==> src/rtl/mem_stage_pkg.sv <==
// mem_stage_pkg: shared types and constants for the LEGv8 memory stage.
//   mem_fsm_t  - data-memory handshake states
//   XZR        - register index that always reads zero and discards writes
//   BYTE_MASK  - low-byte mask for LDURB/STURB zero-extension
package mem_stage_pkg;
    typedef enum logic {MS_IDLE, MS_WAIT} mem_fsm_t;
    localparam logic [4:0]  XZR       = 5'd31;
    localparam logic [63:0] BYTE_MASK = 64'hFF;
endpackage

==> src/rtl/dmem_handshake.sv <==
// dmem_handshake: request/ready handshake FSM for the data memory.
//   clk, reset : clock, asynchronous active-high reset
//   pending    : EX/MEM holds a load or store
//   ready      : memory accepts/completes the request this cycle
//   req        : request valid (combinational on entering MEM)
//   stall      : freeze the upstream pipeline until ready
module dmem_handshake
    import mem_stage_pkg::*;
(
    input  logic clk,
    input  logic reset,
    input  logic pending,
    input  logic ready,
    output logic req,
    output logic stall
);
    mem_fsm_t state, state_next;

    always_ff @(posedge clk or posedge reset) begin
        if (reset) state <= MS_IDLE;
        else       state <= state_next;
    end

    always_comb begin
        req        = pending || state == MS_WAIT;
        stall      = req && !ready;
        state_next = stall ? MS_WAIT : MS_IDLE;
    end
endmodule

==> src/rtl/mem_stage.sv <==
// mem_stage: LEGv8 memory stage with EX/MEM and MEM/WB registers, flag register
// and a variable-latency data-memory handshake.
//   Ex*            : execute-stage results and control (captured into EX/MEM)
//   Dm*            : data-memory request/response interface
//   MemStall       : freezes IF/ID/EX and EX/MEM while an access waits
//   Mem*           : EX/MEM outputs (forward source MemALUOut)
//   Wb*            : MEM/WB outputs (forward source WbMemDataToReg)
//   FlagN/Z/V/C    : architectural condition flags
module mem_stage
    import mem_stage_pkg::*;
#(
    parameter int DATA_W = 64,
    parameter int RD_W   = 5
) (
    input  logic              clk,
    input  logic              reset,
    input  logic [DATA_W-1:0] ExALUOut,
    input  logic [DATA_W-1:0] ExFwdDb,
    input  logic              ExNegative,
    input  logic              ExZero,
    input  logic              ExOverflow,
    input  logic              ExCarryout,
    input  logic              ExSetFlags,
    input  logic              ExMemRead,
    input  logic              ExMemWrite,
    input  logic              ExByteOp,
    input  logic              ExMemToReg,
    input  logic              ExRegWrite,
    input  logic [RD_W-1:0]   ExRd,
    output logic              DmReq,
    output logic              DmWrEn,
    output logic              DmByte,
    output logic [DATA_W-1:0] DmAddr,
    output logic [DATA_W-1:0] DmWrData,
    input  logic              DmReady,
    input  logic [DATA_W-1:0] DmRdData,
    output logic              MemStall,
    output logic [DATA_W-1:0] MemALUOut,
    output logic [RD_W-1:0]   MemRd,
    output logic              MemRegWrite,
    output logic [DATA_W-1:0] WbMemDataToReg,
    output logic [RD_W-1:0]   WbRd,
    output logic              WbRegWrite,
    output logic              FlagN,
    output logic              FlagZ,
    output logic              FlagV,
    output logic              FlagC
);
    logic              mem_read, mem_write, mem_byte, mem_to_reg, mem_reg_write_raw;
    logic [DATA_W-1:0] mem_db, load_data;

    always_ff @(posedge clk or posedge reset) begin
        if (reset) begin
            MemALUOut         <= '0;
            mem_db            <= '0;
            mem_read          <= 1'b0;
            mem_write         <= 1'b0;
            mem_byte          <= 1'b0;
            mem_to_reg        <= 1'b0;
            mem_reg_write_raw <= 1'b0;
            MemRd             <= '0;
        end else if (!MemStall) begin
            MemALUOut         <= ExALUOut;
            mem_db            <= ExFwdDb;
            mem_read          <= ExMemRead;
            mem_write         <= ExMemWrite;
            mem_byte          <= ExByteOp;
            mem_to_reg        <= ExMemToReg;
            mem_reg_write_raw <= ExRegWrite;
            MemRd             <= ExRd;
        end
    end

    // Flags commit with the instruction entering EX/MEM, so a stalled SUBS waits too.
    always_ff @(posedge clk or posedge reset) begin
        if (reset)                        {FlagN, FlagZ, FlagV, FlagC} <= 4'b0;
        else if (ExSetFlags && !MemStall) {FlagN, FlagZ, FlagV, FlagC} <= {ExNegative, ExZero, ExOverflow, ExCarryout};
    end

    // Writes to XZR are dropped here so neither forwarding nor writeback sees them.
    assign MemRegWrite = mem_reg_write_raw && MemRd != RD_W'(XZR);

    dmem_handshake u_hs (
        .clk    (clk),
        .reset  (reset),
        .pending(mem_read || mem_write),
        .ready  (DmReady),
        .req    (DmReq),
        .stall  (MemStall)
    );

    assign DmAddr    = MemALUOut;
    assign DmWrEn    = mem_write;
    assign DmByte    = mem_byte;
    assign DmWrData  = mem_byte ? mem_db & DATA_W'(BYTE_MASK) : mem_db;
    assign load_data = mem_byte ? DmRdData & DATA_W'(BYTE_MASK) : DmRdData;

    // A stalled cycle pushes a bubble into WB but keeps the last forwarded value.
    always_ff @(posedge clk or posedge reset) begin
        if (reset) begin
            WbMemDataToReg <= '0;
            WbRd           <= '0;
            WbRegWrite     <= 1'b0;
        end else if (MemStall) begin
            WbRegWrite     <= 1'b0;
        end else begin
            WbMemDataToReg <= mem_to_reg ? load_data : MemALUOut;
            WbRd           <= MemRd;
            WbRegWrite     <= MemRegWrite;
        end
    end
endmodule

==> config.mk <==
export PLATFORM = sky130hd
export DESIGN_NAME = mem_stage
export DESIGN_NICKNAME = d
export VERILOG_FILES = /design/src/rtl/mem_stage_pkg.sv /design/src/rtl/dmem_handshake.sv /design/src/rtl/mem_stage.sv
export SDC_FILE = /design/constraint.sdc
export NUM_CORES = 1
export LEC_CHECK = 0
export CORE_AREA = 4 4 186 188
export DETAILED_ROUTE_END_ITERATION = 7
export DIE_AREA = 0 0 190 192
export HOLD_SLACK_MARGIN = 0.03
export PLACE_DENSITY = 0.64
export SLEW_MARGIN = 20
export SYNTH_ARGS = -nofsm -noshare
export SYNTH_HDL_FRONTEND = slang
export SYNTH_HIERARCHICAL = 1
export SYNTH_SLANG_ARGS = --single-unit
==> constraint.sdc <==
create_clock -name clk -period 14.7 [get_ports clk]
set_input_delay 2.94 -clock clk [delete_from_list [all_inputs] [get_ports clk]]
set_output_delay 2.94 -clock clk [all_outputs]
set_load 0.005 [all_outputs]
# --- Word-level counts from Yosys, hierarchy flattened ---
# Cells that the tools add are included.
classes:
  eq_ne: 1
  div: 0
  add_sub_neg: 0
  n_reduce_logical: 7
  multipliers: 0
  n_shift: 0
  muxes: 5
  magnitude_cmp: 0
  bitwise: 0
ops:
  columns: ["cell", "count"]
  rows:
  - ["$mux W64", 3]
  - ["$ne A5 B5 Y1 const B", 1]
  - ["$logic_and A1 B1 Y1", 3]
  - ["$logic_not A1 Y1", 2]
  - ["$logic_or A1 B1 Y1", 2]
  - ["$mux W1", 2]
word_totals:
  out_inout_bits: 276
  memories: 0
  wordCells: 29
  inputBits: 210
  rom_bits: 0
  ff_bits: 213
  ramBits: 0
  latch_bits: 0

# --- Longest topological paths before layout ---
# Gate-level depths: netlist of the first run.
logic_depth:
  ltp_word: 5
  mapped_depth: 7
  mapped_depth_nobuf: 4

# --- Hierarchy ---
# Netlist of the first run, hierarchy kept.
modules_own_cells:
  columns: ["module", "cells_each", "area_per_inst_um2", "seq_area_each_um2", "instances"]
  rows:
  - ["mem_stage", 798, 10274.9, 5305.1, 1]
  - ["dmem_handshake", 4, 45.0, 25.0, 1]

# --- Least setup slack after synthesis of the first run ---
# No wires, ideal clock.
synth_path:
  path_type: "input-to-output"
  startpoint: "in DmReady"
  endpoint: "out MemStall"
  t_arrival_ns: 3.190
  setup_slack_ns: 8.570
  stages: 1
  required_ns: 11.760
  n_path_buf: 0
  path_cell_list: "o21ba_2"
synth_via:
  elab_chain_cells: 2
synth_rtl:
  columns: ["element", "line", "rtl"]
  rows:
  - ["from (decl)", "mem_stage.sv:35", "input logic DmReady,"]
  - ["$logic_not A1 Y1", "dmem_handshake.sv:26", "stall = req && !ready;"]
  - ["$logic_and A1 B1 Y1", "dmem_handshake.sv:26", null]
  - ["to (decl)", "mem_stage.sv:37", "output logic MemStall,"]
# Every way passes these cells.

# --- Worst setup path in the final report of the first run ---
# Ends and elaborated chain as after synthesis.

==> results of run 1 <==
final cells by class:
cell class                      instances  area [sq um]  share of cell area
Sequential cell                       213          5340               0.337
Inverter                                3          18.8             0.00118
Timing Repair Buffer                  492          4920               0.311
Multi-Input combinational cell        459          4070               0.257
Clock buffer                           35           743              0.0469
Clock inverter                         11           193              0.0122
Tap cell                              448           561              0.0354
cells by family (layout without fill, tap and decap cells):
group,after synthesis,after routing
AND/OR/NAND/NOR,237,237
buffers and inverters,130,541
AO/OA/AOI/OAI,67,67
multiplexers,155,155
flip-flops,213,213
metal layers:
layer  GRT usage  part of all wire
met1       0.202              0.40
met3      0.0652              0.10
met5           0           0.00040
met2       0.288              0.48
met4      0.0359             0.016
power by group through the flow:
stage / clock (W) / sequential [W] / combinational [W]
after floorplan: 0 / 0.000745 / 0.000259
after global placement: 0 / 0.000770 / 0.000544
after detailed placement: 0 / 0.000773 / 0.000548
after CTS: 0.000715 / 0.000764 / 0.000550
after global routing: 0.000740 / 0.000777 / 0.000579
final: 0.000696 / 0.000762 / 0.000539
layout by cell type, fill, tap and decap left out, drive strengths merged:
| master | count |
|---|---|
| or2 | 2 |
| mux2i | 8 |
| dfrtp | 213 |
| a21boi | 1 |
| and4 | 1 |
| a21oi | 1 |
| nor2b | 113 |
| nand2b | 57 |
| o21ba | 1 |
| nand2 | 8 |
| mux2 | 147 |
| o21ai | 8 |
| clkbuf | 35 |
| bufinv | 5 |
| a31oi | 56 |
| clkinvlp | 2 |
| inv | 5 |
| clkdlybuf4s50 | 485 |
| clkinv | 2 |
| nand3b | 56 |
| buf | 7 |
through the flow:
| stage | power [W] | setup slack [ps] |
|---|---|---|
| 6_report | 0.00200 | 7120 |
| 5_1_grt | 0.00210 | 7020 |
| 4_1_cts | 0.00203 | 7080 |
| 3_5_place_dp | 0.00132 | 7090 |
| 3_3_place_gp | 0.00131 | 7100 |
| 2_1_floorplan | 0.00100 | 5970 |
worst max-delay path: stages:
cell,delay [ps]
clkdlybuf4s50_1,410
o21ba_4,660
clkdlybuf4s50_1,630
worst max-delay path by stage:
stage	start	end	slack [ps]
2_1_floorplan	reset	DmAddr[0]$_DFFE_PP0N_	5970
3_3_place_gp	DmReady	MemStall	7100
3_5_place_dp	DmReady	MemStall	7090
4_1_cts	DmReady	MemStall	7080
5_1_grt	DmReady	MemStall	7020
6_report	DmReady	MemStall	7120
==> metrics.md, run 1 <==
| Metric | Value |
|---|---|
| Area contributors post-synth | dfrtp_1, mux2_4, nor2b_1, buf_4, mux2_2 |
| I/O pin total | 486 |
| Post-synth top area share | 0.516 |
| Residual DRC | 0 |
| Clk_lat worst skew | between 500 and 600 ps |
| Area Overhead vs Synth | 53.5% |
| Layout cell share with drive strength beyond 1 | 0.169 |
| Post-CTS sizing | 0 |
| Slew headroom | 0.445 |
| Largest family of logic cells by synthesized area | multiplexers |
| Placed cells | 1615 |
| Total CTS buffers | 25 |
| EDFF count, synth | 0 |
| Die height | 192 um |
| CP required | 11760 ps |
| Final Non-Filler Cells | 1661 |
| First-pass GRT wire length | 48.5 mm |
| Worst EP arrival | 4640 ps |
| Fin Hold WS | 487 ps |
| Hold Path Sink | WbMemDataToReg[4]$_DFFE_PP0N_ |
| Min-delay worst type | reg2reg |
| RSZ-0062 raised after global routing | false |
| Commonest cells post-synth | dfrtp_1, nor2b_1, mux2_4 |
| Worst Hold Launch | WbMemDataToReg[4]$_DFFE_PP0N_ |
| Setup slack, reg-to-reg | 11540 ps |
| Syn avg cell area | 12.9 sq um |
| Vias | 7514 |
| Vias in the first global route | 7986 |
| Max cap viols | 0 |
| Peak supply drop | 0.0668 mV |
| Yosys cell types | 23 |
| DIE AREA | about 36000 sq um |
| Initial Util | 0.312 |
| Post-synthesis async set-or-reset flop share | 1.00 |
| Mux share of post-synthesis cell area | 0.205 |
| Largest area contributor in the netlist | dfrtp_1 |
| Seq pwr share | 0.381 |
| Seq/Total Area, Yosys | 0.516 |
| Internal power | approximately 0.0015 W |
| Die width | 190 um |
| Util after Layout | 0.478 |
| Post-Layout Inst Area | 15800 sq um |
| Fin. Hold Viols | 0 |
| First-pass DRT Iterations | 4 |
| Root Driver | clkbuf_16 |
| Detail Placement HPWL | 22.7 mm |
| Post-Synth Adder-Cell Area | 0 |
| R2R depth | 5 |
| XOR/XNOR share of the synthesized area | 0 |
| Post-route ant nets | 0 |
| Worst-path fanout max | 38 |
| Combinational group share of total power | 0.270 |
| Clock power frac | 0.349 |
| CTS Sinks | 213 |
| Final min period | 7580 ps |
| CORE AREA | 33100 sq um |
| Ys Warns | 6 |
| Syn_nets | 1012 |
| Switching pwr | 0.000515 W |
| Clk buf depth | 3 |
| # setup viols final | 0 |
| Worst r2r dst | mem_db[8]$_DFFE_PP0N_ |
| Mapped Cells | 802 |
| Final slew viol count | 0 |
| Worst-Margin Slew | between 800 and 900 ps |
| DP Area | 14900 sq um |
| Final WL | 32.3 mm |
| GRT Overall Usage | 0.168 |
| Static Leak | around 6.5 nW |
| CTS H-tree depth | 1 |
| Clock Pin Slew Worst Setup and Hold Paths | 60 ps |
| Hold-fix buffers, CTS | 0 |
| Critical path capture point type | primary output |
| R2r startpoint | DmWrEn$_DFFE_PP0N_ |
| Fill cell count | about 3000 |
| Crit Path Class | in2out |
| Synth Area in Compound Gates | 0.0400 |
| Sw Ratio | 0.258 |
| Via/cell ratio | 4.52 |
| Antenna violations before repair | 1 |
| Status | finished clean |
| Pin count of the biggest net entering global routing | roughly 130 |
| Top FF cell, synth | dfrtp_1 |
| Worst Skew | 14.3 ps |
| Fmax | 0.132 GHz |
| Setup Fix Bufs, Post-CTS | 0 |
| Power Density | 126 nW/um^2 |
| Most numerous cell in the Yosys netlist | dfrtp_1 |
| Tcrit/Tclk final | 0.516 |
| Routability cong. | 0.731 |
| Synth Area in Simple Gates | 0.149 |
| Yosys reg bits | roughly 210 |
| Initial DRC Count | 228 |
| NumNets Final | 1404 |
| CP startpoint kind | input pin |
| Synthesized area | 10300 sq um |
| CTS tree | done |
| Worst hold stages | 2 |
| Num rows | 67 |
| Setup TNS | 0 ps |
| Ant diodes | 0 |
| Port Buf Inserts | roughly 490 |
| Detail-routed net length per standard cell | 19.4 um |
| GRT overflow | 0 |
Note: power is estimated with default switching activity, not from simulation.
==> run 2, diff against run 1 <==
--- a/config.mk
+++ b/config.mk
@@ -9,7 +9,7 @@
 export DETAILED_ROUTE_END_ITERATION = 7
 export DIE_AREA = 0 0 190 192
 export HOLD_SLACK_MARGIN = 0.03
-export PLACE_DENSITY = 0.64
+export PLACE_DENSITY = 0.66
 export SLEW_MARGIN = 20
 export SYNTH_ARGS = -nofsm -noshare
 export SYNTH_HDL_FRONTEND = slang
==> constraint.sdc (replaced) <==
create_clock -name clk -period 6.91 [get_ports clk]
set_input_delay 1.382 -clock clk [delete_from_list [all_inputs] [get_ports clk]]
set_output_delay 1.382 -clock clk [all_outputs]
set_load 0.005 [all_outputs]
==> run 2 against run 1 <==
  * Hold slack improved by 1.6 ps
  * Die area stayed put
  * Global-route usage fell by 0.24 points
  * Highest routed layer unchanged
  * Critical endpoint unchanged
  * Clock power is 84% higher
  * Critical path depth stayed put
  * Routed wire length decreased by 1.9%
  * First-iteration DRC count grew 40%
  * Non-clock buffer count is 1 higher
  * Clock skew is 3.1 ps lower
  * Largest cell class unchanged
  * Largest power group unchanged
==> metrics.md, run 2 (synthesis results as in run 1) <==
| Metric | Value |
|---|---|
| Status | finished clean |
| Most frequent cells in the layout | clkdlybuf4s50_1, dfrtp_1, nor2b_1 |
| Critical Path, Cell by Cell | clkdlybuf4s50_1 > o21ba_4 > clkdlybuf4s50_1 |
| Origin of the worst setup path | DmReady |
| Total CTS buffers | 25 (unchanged) |
| Power Density | 257 nW/um^2 (+100%) |
| Commonest non-fill, non-tap cell in the layout | clkdlybuf4s50_1 |
| R2r startpoint | DmWrEn$_DFFE_PP0N_ |
| Slowest-stage cell, CP | clkdlybuf4s50_1 |
| GRT overflow | 0 (unchanged) |
| Min-delay worst type | reg2reg |
| Vias in the first global route | 8008 (+0.28%) |
| Area Overhead vs Synth | 52.6% |
| I/O pin total | 486 (unchanged) |
| Layout cell share with drive strength beyond 1 | 0.166 (-0.00316) |
| DIE AREA | 36500 sq um (unchanged) |
| Post-CTS sizing | 0 (unchanged) |
| Worst-Margin Slew | 1040 ps (+205 ps) |
| Fmax | between 0.2 and 0.25 GHz |
| Sw Ratio | 0.261 (+0.00331) |
| Clock Pin Slew Worst Setup and Hold Paths | 50 ps (about the same) |
| Antenna violations before repair | 2 (+1) |
| Switching pwr | 0.00106 W (+110%) |
| Critical path capture point type | primary output |
| Setup slack, reg-to-reg | 4050 ps (-7490 ps) |
| Setup Fix Bufs, Post-CTS | 0 (unchanged) |
| CTS Sinks | 213 (unchanged) |
| Util after Layout | 0.476 (-0.00265) |
| Crit Path Class | in2out |
| Cell mode on critical path | clkdlybuf4s50_1 |
| Clock power frac | 0.317 (-0.032) |
| Pin count of the biggest net entering global routing | 121 (-4.0%) |
| Final min period | around 4300 ps |
| Internal power | 0.00299 W (+100%) |
| Slew headroom | 0.309 (-0.137) |
| # setup viols final | 0 (unchanged) |
| Detail-routed net length per standard cell | 19.1 um (-1.8%) |
| Seq pwr share | 0.400 (+0.019) |
| Clk_lat worst skew | 520 ps (about the same) |
| Worst-path fanout max | 28 (-26%) |
| Dpl ws | 2560 ps (-4530 ps) |
| Ant diodes | 0 (unchanged) |
| Worst hold stages | 2 (unchanged) |
| CP startpoint kind | input pin |
| Post-route ant nets | 0 (unchanged) |
| Worst EP arrival | 2950 ps (-1690 ps) |
| Detail Placement HPWL | 22.5 mm (-0.83%) |
| Via/cell ratio | 4.54 (+0.35%) |
| Worst r2r dst | WbMemDataToReg[56]$_DFFE_PP0N_ |
| Die width | 190 um (unchanged) |
| Fin Hold WS | 488 ps (+1.56 ps) |
| Root Driver | clkbuf_16 |
| Initial DRC Count | 320 (+40%) |
| First-pass DRT Iterations | 5 (+1) |
| Routability cong. | 0.756 (+3.4%) |
| First-pass GRT wire length | 48.1 mm (-0.68%) |
| Combinational group share of total power | 0.284 (+0.014) |
| Setup WS post-layout | 2580 ps (-4540 ps) |
| Worst Skew | 11.2 ps (-3.06 ps) |
| Initial Util | 0.312 (unchanged) |
| Hold Path Sink | WbMemDataToReg[3]$_DFFE_PP0N_ |
| Hold-fix buffers, CTS | 0 (unchanged) |
| RSZ-0062 raised after global routing | false |
| Tcrit/Tclk final | 0.627 |
| Setup TNS | 0 ps (unchanged) |
| Static Leak | 6.45 nW (-0.62%) |
| Fin. Hold Viols | 0 (unchanged) |
| R2R depth | 6 (+1) |
| CP required | 5530 ps (-6230 ps) |
| Port Buf Inserts | 485 (unchanged) |
| Max incr delay on CP | 600 ps (-60 ps) |
| Final WL | 31.7 mm (-1.9%) |
| Final slew viol count | 0 (unchanged) |
| CORE AREA | 33100 sq um (unchanged) |
| Die height | 192 um (unchanged) |
| Residual DRC | 0 (unchanged) |
| CTS H-tree depth | 1 (unchanged) |
| Vias | 7536 (+0.29%) |
| Num rows | 67 (unchanged) |
| GRT Overall Usage | 0.166 (-0.00242) |
| Max cap viols | 0 (unchanged) |
| Worst Hold Launch | WbMemDataToReg[3]$_DFFE_PP0N_ |
| Clk buf depth | 3 (unchanged) |
| Peak supply drop | 0.136 mV (+100%) |
| NumNets Final | 1405 (+0.071%) |
| CTS tree | done |
[run 2: changes by cell type in the layout (fill, tap and decap cells not counted)]
cell / before / now
clkinvlp_4: 2 / 1
clkbuf_1: 2 / 5
buf_12: 1 / 2
clkbuf_8: 8 / 10
inv_6: 2 / 1
bufinv_16: 5 / 0
buf_16: 0 / 1
buf_4: 6 / 5
[run 2: per-stage QoR]
stage          instance area (sq um)  total power (W)  cells
3_3_place_gp                   14900          0.00279   1615
3_5_place_dp                   14900          0.00280   1615
2_1_floorplan                  10300          0.00214    802
4_1_cts                        15700          0.00412   1659
5_1_grt                        15800          0.00426   1660
6_report                       15800          0.00405   1660
[run 2: cell type report]
class                           count  area [sq um]
Multi-Input combinational cell    459          4070
Tap cell                          448           561
Timing Repair Buffer              493          4960
Clock buffer                       40           782
Sequential cell                   213          5340
Clock inverter                      4          30.0
Fill cell                        2970         17400
Inverter                            3          15.0
[run 2: per-layer routing]
metal,vias to the layer above,GRT usage,part of all wire
li1,3443,-,-
met1,3710,0.206,0.40
met2,342,0.280,0.48
met3,39,0.0573,0.10
met4,2,0.0359,0.018
met5,-,0,0.00063
[run 2: power groups by stage]
stage | clock network [W] | logic [W] | registers [W]
floorplan | 0 | 0.000552 | 0.00159
global placement | 0 | 0.00115 | 0.00164
detailed placement | 0 | 0.00116 | 0.00164
CTS | 0.00133 | 0.00117 | 0.00162
global route | 0.00137 | 0.00123 | 0.00165
finish | 0.00128 | 0.00115 | 0.00162
[run 2: critical path, delay by kind of cell]
family | cells | cell delay (ps)
AO/OA/AOI/OAI | 1 | 560
buffers and inverters | 2 | 1000
[run 2: worst max path at each step]
stage	cells past startpoint	end
2_1_floorplan	1	DmAddr[0]$_DFFE_PP0N_
3_3_place_gp	3	MemStall
3_5_place_dp	3	MemStall
4_1_cts	3	MemStall
5_1_grt	3	MemStall
6_report	3	MemStall
==> run 3, diff against run 2 <==
--- a/config.mk
+++ b/config.mk
@@ -5,11 +5,11 @@
 export SDC_FILE = /design/constraint.sdc
 export NUM_CORES = 1
 export LEC_CHECK = 0
-export CORE_AREA = 4 4 186 188
+export CORE_AREA = 4 4 187 189
 export DETAILED_ROUTE_END_ITERATION = 7
-export DIE_AREA = 0 0 190 192
+export DIE_AREA = 0 0 191 193
 export HOLD_SLACK_MARGIN = 0.03
-export PLACE_DENSITY = 0.66
+export PLACE_DENSITY = 0.63
 export SLEW_MARGIN = 20
 export SYNTH_ARGS = -nofsm -noshare
 export SYNTH_HDL_FRONTEND = slang
==> constraint.sdc (replaced) <==
create_clock -name clk -period 4.3 [get_ports clk]
set_input_delay 0.86 -clock clk [delete_from_list [all_inputs] [get_ports clk]]
set_output_delay 0.86 -clock clk [all_outputs]
set_load 0.005 [all_outputs]
==> run 3 against run 2 <==
  * Hold slack improved by 2.1 ps
  * Via count shrank 0.85%
  * Design area increased by 0.32%
  * Clock power up 76%
  * Core utilization fell by 0.089 points
==> metrics.md, run 3 (synthesis results as in run 1) <==
| Metric | Value |
|---|---|
| Status | finished clean |
| Residual DRC | 0 (unchanged) |
| Setup WS post-layout | 1150 ps (-1420 ps) |
| Total CTS buffers | 25 (unchanged) |
| M3 GR Usage | 0.0592 (+0.00198) |
| R2r startpoint | DmWrEn$_DFFE_PP0N_ |
| Worst-Margin Slew | 959 ps (-77.7 ps) |
| Setup Fix Bufs, Post-CTS | 0 (unchanged) |
| Initial Util | 0.310 (-0.00157) |
| Initial DRC Count | 261 (-18%) |
| CTS tree | done |
| Detail-routed net length per standard cell | 19.9 um (+4.2%) |
| Ant diodes | 0 (unchanged) |
| Fin. Hold Viols | 0 (unchanged) |
| Worst-path fanout max | 81 (+190%) |
| Pin count of the biggest net entering global routing | 125 (+3.3%) |
| Worst Skew | 18.9 ps (+7.72 ps) |
| CORE AREA | 33300 sq um (+0.51%) |
| Register area | 5340 sq um (unchanged) |
| Commonest non-fill, non-tap cell in the layout | clkdlybuf4s50_1 |
| Final slew viol count | 0 (unchanged) |
| Hold-fix buffers, CTS | 0 (unchanged) |
| Static Leak | 6.48 nW (+0.39%) |
| Clk buf depth | 3 (unchanged) |
| Final min period | 3150 ps |
| NumNets Final | 1406 (+0.071%) |
| Detail Placement HPWL | 23.2 mm (+3.4%) |
| Power Density | 424 nW/um^2 (+65%) |
| Root Driver | clkbuf_16 |
| Dpl ws | 1230 ps (-1340 ps) |
| Port Buf Inserts | 485 (unchanged) |
| Critical path capture point type | primary output |
| Most frequent cells in the layout | clkdlybuf4s50_1, dfrtp_1, nor2b_1 |
| Multi-input combinational cell area | 4070 sq um (unchanged) |
| CP required | 3440 ps (-2090 ps) |
| Critical Path, Cell by Cell | clkdlybuf4s50_1 |
| Gr busiest metal | met2 |
| Crit Path Class | reg2out |
| Cell family with most CP delay | flip-flops |
| Slew headroom | 0.360 (+0.0518) |
| Routability cong. | 0.772 (+2.1%) |
| Antenna violations before repair | 1 (-1) |
| First-pass DRT Iterations | 5 (unchanged) |
| Num rows | 67 (unchanged) |
| Setup TNS | 0 ps (unchanged) |
| Clk_lat worst skew | 530 ps (about the same) |
| CTS Sinks | 213 (unchanged) |
| Vias in the first global route | 7996 (-0.15%) |
| Buf/Inv on CP | 1 (-1) |
| Min-delay worst type | reg2reg |
| Origin of the worst setup path | DmByte$_DFFE_PP0N_ |
| Max cap viols | 0 (unchanged) |
| Layout cell share with drive strength beyond 1 | 0.167 (+0.00137) |
| Die width | 191 um (+0.53%) |
| Die height | 193 um (+0.52%) |
| Post-CTS sizing | 0 (unchanged) |
| Worst EP arrival | 2290 ps (-660 ps) |
| I/O pin total | 486 (unchanged) |
| Met2 usage | 0.301 (+0.0213) |
| Post-Layout Inst Area | 15800 sq um (+0.32%) |
| Clock Pin Slew Worst Setup and Hold Paths | 60 ps (about the same) |
| First-pass GRT wire length | 49.2 mm (+2.2%) |
| Max incr delay on CP | 1030 ps (+430 ps) |
| Final WL | 33.1 mm (+4.3%) |
| Tcrit/Tclk final | 0.732 |
| CP startpoint kind | flip-flop |
| DP Area | 14900 sq um (+0.18%) |
| Fill cell count | 3067 (+3.3%) |
| Area Overhead vs Synth | 53.1% |
| CTS H-tree depth | 1 (unchanged) |
| Fmax | 0.318 GHz |
| RSZ-0062 raised after global routing | false |
| Vias | 7472 (-0.85%) |
| Slowest-stage cell, CP | dfrtp_4 |
| Peak supply drop | 0.264 mV (+94%) |
| Post-route ant nets | 0 (unchanged) |
| GR Layer Usage met1 | 0.202 (-0.00463) |
| Worst Hold Launch | WbMemDataToReg[7]$_DFFE_PP0N_ |
| Setup slack, reg-to-reg | 1980 ps (-2070 ps) |
| GRT overflow | 0 (unchanged) |
| Via/cell ratio | 4.50 (-0.97%) |
| DIE AREA | 36900 sq um (+1.0%) |
| # setup viols final | 0 (unchanged) |
| GRT Overall Usage | 0.170 (+0.00415) |
run 3: cell type report:
cell class | count | area share
Tap cell | 448 | 0.0355
Inverter | 3 | 0.000950
Clock inverter | 11 | 0.0103
Sequential cell | 213 | 0.338
Timing Repair Buffer | 494 | 0.314
Multi-Input combinational cell | 459 | 0.257
Clock buffer | 34 | 0.0443
run 3: routing by layer:
layer	routed length [um]	vias to the layer above
li1	-	3441
met1	12900	3663
met2	16300	325
met3	3290	41
met4	527	2
met5	13	-
run 3: power by group:
part,internal [W],leakage (nW),total (W),switching (W)
Sequential,0.00232,2.49,0.00263,0.000311
Combinational,0.00125,3.56,0.00183,0.000580
Clock,0.00138,0.428,0.00225,0.000873
Total,0.00494,6.48,0.00671,0.00176
run 3: through the flow:
step / hold slack (ps) / power, W / util / cells
2_1_floorplan: 471 / 0.00343 / - / 802
3_3_place_gp: 466 / 0.00450 / 0.449 / 1617
3_5_place_dp: 477 / 0.00452 / 0.449 / 1617
4_1_cts: 491 / 0.00682 / 0.475 / 1662
5_1_grt: 510 / 0.00705 / 0.475 / 1662
6_report: 490 / 0.00671 / 0.475 / 1662
run 3: path summary, 6_finish.rpt:
| path | to | depth (start not counted) |
|---|---|---|
| max | DmByte | 1 |
| min | WbMemDataToReg[7]$_DFFE_PP0N_ | 2 |
| max reg2reg | WbMemDataToReg[54]$_DFFE_PP0N_ | 6 |
| min reg2reg | WbMemDataToReg[7]$_DFFE_PP0N_ | 2 |
| max in group asynchronous | DmByte$_DFFE_PP0N_ | 3 |
| min in group asynchronous | u_hs/state$_DFF_PP0_ | 2 |
